===== config.mk =====
export PLATFORM = sky130hd
export DESIGN_NAME = alu_pipe
export DESIGN_NICKNAME = d
export VERILOG_FILES = /design/src/rtl/alu_pipe.sv
export SDC_FILE = /design/constraint.sdc
export NUM_CORES = 1
export LEC_CHECK = 0
export CAP_MARGIN = 10
export CORE_ASPECT_RATIO = 2
export CORE_MARGIN = 5
export CORE_UTILIZATION = 28
export DETAILED_ROUTE_END_ITERATION = 7
export PLACE_DENSITY_LB_ADDON = 0.1
export SYNTH_ARGS = -nofsm -noshare
export SYNTH_HDL_FRONTEND = slang
export SYNTH_SLANG_ARGS = --single-unit

===== constraint.sdc =====
create_clock -name clk -period 4.7 [get_ports clk]
set_input_delay 0.94 -clock clk [delete_from_list [all_inputs] [get_ports clk]]
set_output_delay 0.94 -clock clk [all_outputs]
set_load 0.005 [all_outputs]

===== src/rtl/alu_pipe.sv =====
// Pipelined ALU with valid/ready handshakes: ADD/SUB/PASS_A complete in one cycle,
// MULT runs a DATA_W-cycle shift-add loop. Exactly one operation is held in flight.
module alu_pipe #(
    parameter int DATA_W = 24,
    parameter int CNT_W  = $clog2(DATA_W) + 1
) (
    input  logic              clk,
    input  logic              rst,
    input  logic              in_valid,
    output logic              in_ready,
    input  logic [1:0]        opc,
    input  logic              op_type,
    input  logic [DATA_W-1:0] op_a,
    input  logic [DATA_W-1:0] op_b,
    output logic              out_valid,
    input  logic              out_ready,
    output logic [DATA_W-1:0] alu_out,
    output logic              ovf,
    output logic              busy
);

    localparam int MSB = DATA_W - 1;
    localparam logic [1:0] OPC_ADD  = 2'd0;
    localparam logic [1:0] OPC_SUB  = 2'd1;
    localparam logic [1:0] OPC_MULT = 2'd2;

    typedef enum logic [1:0] {
        S_IDLE,
        S_BUSY,
        S_DONE
    } state_t;

    state_t              state, state_next;
    logic [DATA_W-1:0]   mcand;
    logic [2*DATA_W-1:0] prod;
    logic [CNT_W-1:0]    cnt;
    logic                neg;
    logic                sgn_r;

    logic                accept;
    logic                last_iter;
    logic [DATA_W:0]     add_sum;
    logic [DATA_W:0]     sub_diff;
    logic [DATA_W-1:0]   res;
    logic                res_ovf;
    logic [DATA_W-1:0]   a_mag;
    logic [DATA_W-1:0]   b_mag;
    logic [DATA_W:0]     acc_sum;
    logic [2*DATA_W-1:0] prod_next;
    logic [2*DATA_W-1:0] prod_final;
    logic                mult_ovf;

    assign in_ready  = (state == S_IDLE) || (state == S_DONE && out_ready);
    assign accept    = in_valid && in_ready;
    assign out_valid = (state == S_DONE);
    assign busy      = (state != S_IDLE);
    assign last_iter = (state == S_BUSY) && (cnt == CNT_W'(DATA_W - 1));

    // Single-cycle operations, evaluated directly on the incoming fields.
    always_comb begin
        // NOTE: every always_comb output gets a default first so no path can infer a latch.
        res      = op_a;
        res_ovf  = 1'b0;
        add_sum  = {1'b0, op_a} + {1'b0, op_b};
        sub_diff = {1'b0, op_a} - {1'b0, op_b};
        case (opc)
            OPC_ADD: begin
                res     = add_sum[MSB:0];
                res_ovf = op_type ? ((op_a[MSB] == op_b[MSB]) && (add_sum[MSB] != op_a[MSB]))
                                  : add_sum[DATA_W];
            end
            OPC_SUB: begin
                res     = sub_diff[MSB:0];
                res_ovf = op_type ? ((op_a[MSB] != op_b[MSB]) && (sub_diff[MSB] != op_a[MSB]))
                                  : sub_diff[DATA_W];
            end
            default: begin
                res     = op_a;
                res_ovf = 1'b0;
            end
        endcase
    end

    // Magnitudes are DATA_W wide so the most-negative operand maps to 2^(DATA_W-1).
    assign a_mag = (op_type && op_a[MSB]) ? -op_a : op_a;
    assign b_mag = (op_type && op_b[MSB]) ? -op_b : op_b;

    // Right-shifting product register: upper half accumulates, lower half holds the multiplier.
    always_comb begin
        acc_sum    = {1'b0, prod[2*DATA_W-1:DATA_W]} + (prod[0] ? {1'b0, mcand} : '0);
        prod_next  = {acc_sum, prod[MSB:1]};
        prod_final = neg ? -prod_next : prod_next;
        mult_ovf   = sgn_r ? !((&prod_final[2*DATA_W-1:MSB]) || !(|prod_final[2*DATA_W-1:MSB]))
                           : (|prod_final[2*DATA_W-1:DATA_W]);
    end

    always_comb begin
        state_next = state;
        case (state)
            S_IDLE: if (accept) state_next = (opc == OPC_MULT) ? S_BUSY : S_DONE;
            S_BUSY: if (last_iter) state_next = S_DONE;
            S_DONE: begin
                if (out_ready) begin
                    if (in_valid) state_next = (opc == OPC_MULT) ? S_BUSY : S_DONE;
                    else          state_next = S_IDLE;
                end
            end
            default: state_next = S_IDLE;
        endcase
    end

    always_ff @(posedge clk) begin
        // NOTE: sequential state uses non-blocking assignments so all registers update together.
        if (rst) begin
            state   <= S_IDLE;
            mcand   <= '0;
            prod    <= '0;
            cnt     <= '0;
            neg     <= 1'b0;
            sgn_r   <= 1'b0;
            alu_out <= '0;
            ovf     <= 1'b0;
        end else begin
            state <= state_next;
            if (accept) begin
                if (opc == OPC_MULT) begin
                    mcand <= a_mag;
                    prod  <= {{DATA_W{1'b0}}, b_mag};
                    cnt   <= '0;
                    neg   <= op_type && (op_a[MSB] ^ op_b[MSB]);
                    sgn_r <= op_type;
                end else begin
                    alu_out <= res;
                    ovf     <= res_ovf;
                end
            end else if (state == S_BUSY) begin
                prod <= prod_next;
                cnt  <= cnt + CNT_W'(1);
                if (last_iter) begin
                    alu_out <= prod_final[MSB:0];
                    ovf     <= mult_ovf;
                end
            end
        end
    end

endmodule


==> results.toml <==
[grt]
overflow = 0
grt_pass1_vias = 12000
grt_max_degree = 85
antenna_found_initial = 0
grt.total_usage_pct = 20.2
grt_pass1_wl_mm = 67.1

[timing]
worstMarginPinSlew_ns = 1.07
tns_ns = 0
rsz0062_at_grt = "false"
min_period_over_period_pct = 94.3
fin_skew_ns = 0.0137
slew_violations = 0
period_minus_slack_ns = 4.43
fin_hold_ws_ns = 0.452
finalWorstSetupSlack_ns = 0.267
finalSetupViolCount = 0
relSlewSlack_pct = 28.6
hold_viol_final = 0
fmax_mhz = 226

[flow_run]
maxCapViolCount = 0

[critical_path]
required_ns = 4.92
cp_max_fo = 3
cp.arrival_ns = 4.65
critPathCaptureType = "flip-flop"
start_kind = "flip-flop"
r2r_slack_ns = 0.27
critPathKind = "reg2reg"

[place]
pre_cts_ws_ns = -0.116
place_congestion = 0.916
portBuffers = 82
dp_hpwl_mm = 35.5

[cts]
cts_buffer_depth = 2
cts_root_buffer = "clkbuf_16"
clock_sinks = 107
clk_pin_slew_ns = 0.09
cts-buffers-inserted = 9
clk_latency_ns = 0.37
cts_tree = "built"
ctsHtreeMaxLevel = 3

[logic_synthesis]
synthAdderAreaFrac_pct = 9.39
synthSimpleGateAreaFrac_pct = 25.8
muxShareOfSynthArea_pct = 0.849
yosysSeqAreaShare_pct = 19.9
yosysWarnings = 0
post_synth_xor_area_fraction_pct = 9.19
synth_cell_type_count = 74
synth_flop_cell = "dfxtp_1"
mappedNetlistArea_um2 = 10800
async_flop_share_pct = 0
synth_edf_count = 0
syn_area_per_cell_um2 = 7.06
ys_seq_elements = 107
synthCells = 1524
synth_top_family_by_area = "compound AO/OA/AOI/OAI gates"
synth-compound-area-share_pct = 29.4
syn-num-nets = 1658

[detailed_routing]
ant_nets = 0
wl_per_cell_um = 19.4
drt_iter0_drc = 612
dr.pass1.iters = 5
routed_via_density = 5.23
vias = 11700
drc_errors = 0
drt_wl_total_mm = 43.3

[floorplanning]
dieArea_um2 = 42700
ioPinCount = 83
chipWidth_um = 149
core_um2 = 38000
start_util_pct = 28.3
rows = 101
die_h_um = 287

[cells_and_area]
register_area_um2 = 2140
final_cell_mix = "buf_4 (187), nor2_1 (181), a21oi_1 (161)"
drive_above_1_share_pct = 14.1
final_common_cell = "buf_4"
fin_util_pct = 35.8
multiInputGateArea_um2 = 8090
fill_cells = 4151
final_nets = 1848
syn_to_final_growth_pct = 26.6
diodes = 0

[worst_hold_path]
hold_path_class = "reg2reg"

[pwr]
vdd_ir_drop_max_mv = 0.153
p_per_area_nw_per_um2 = 214
power.leakage_uw = 0.00545
finalPower_uw = 2910

[run_status]
status = "completed"
[repair_timing]
| action | CTS | global route |
|---|---|---|
| endpoints found under the setup margin | 1 | 1 |
| gates resized for setup | 1 | 8 |
| setup buffers | 0 | 1 |
| hold buffers | 0 | 0 |
| pin swaps | 0 | 2 |
[per-layer routing]
layer	global-route usage [%]	up-vias	share of wire, %
met2	41.3	201	57
met4	9.80	0	5.0
met1	19.7	5489	36
li1	-	5919	-
met3	1.48	82	1.8
met5	0	-	0
[registers in the layout (all words and copies together) (netlist names)]
name	flops
alu_out	24
cnt	6
mcand	24
neg	1
ovf	1
prod	48
sgn_r	1
state	2
[path summary, 6_finish.rpt]
path,cells after the start,end,from
worst max-delay path,16,ovf,prod[0]
worst min register to register,2,mcand[14],mcand[14]
worst max register to register,16,ovf,prod[0]
worst min-delay path,2,mcand[14],mcand[14]
[layout make-up]
type,instances,area share [%]
Sequential cell,107,15.7
Tap cell,515,4.73
Multi-Input combinational cell,1263,59.3
Clock buffer,9,1.65
Inverter,64,1.76
Clock inverter,7,0.432
Timing Repair Buffer,269,16.4
[worst max-delay path, stage by stage, from the launching register on]
cell,delay [ns]
dfxtp_2,0.37
and2_1,0.13
ha_1,0.18
inv_1,0.06
fa_1,0.51
inv_1,0.06
or4_4,0.53
a2111oi_4,0.31
nand2_1,0.13
or3_4,0.36
nand2b_1,0.15
a211oi_1,0.24
a31oi_1,0.07
a211o_1,0.33
or4_4,0.51
o41ai_2,0.23
a31oi_1,0.12
[Yosys cell counts, drive strengths merged, types with 12 or more instances]
master / n / share of area (%)
o21bai: 12 / 0.84
o21ai: 62 / 2.9
o31ai: 22 / 1.5
nor2b: 17 / 0.99
xnor2: 80 / 6.5
nand3: 52 / 2.4
nor4: 12 / 0.76
nand2b: 13 / 0.76
a21o: 22 / 1.5
nor3: 41 / 1.9
a31oi: 31 / 1.8
and2: 28 / 1.6
dfxtp: 107 / 20
o211ai: 44 / 3.1
or3: 17 / 1.0
inv: 64 / 2.2
xor2: 33 / 2.7
nand4: 17 / 1.0
a211oi: 44 / 3.1
ha: 76 / 8.8
buf: 16 / 0.66
a21oi: 162 / 7.5
clkbuf: 74 / 2.6
nand2: 147 / 5.1
nor2: 183 / 6.5
[through the flow]
stage                     instances  instance area [um^2]
after floorplan                1524                 10800
after global placement         2217                 13300
after detailed placement       2217                 13300
after CTS                      2233                 13600
after global routing           2234                 13600
final                          2234                 13600
[power breakdown]
group	switching, uW	internal [uW]	leakage, uW
logic	645	496	0.00444
registers	38.2	948	0.000870
clock network	416	371	0.000139
[logic make-up (layout without fill, tap and decap cells)]
logic type	count (synthesis)	count (layout)
adders and majority gates	79	79
xor gates and xnor gates	113	113
AOI/OAI and AO/OA	485	485
DFF	107	107
and+or+nand+nor	577	577
buffers and inverters	154	349
muxes	9	9
(Power assumes the default switching activity.)
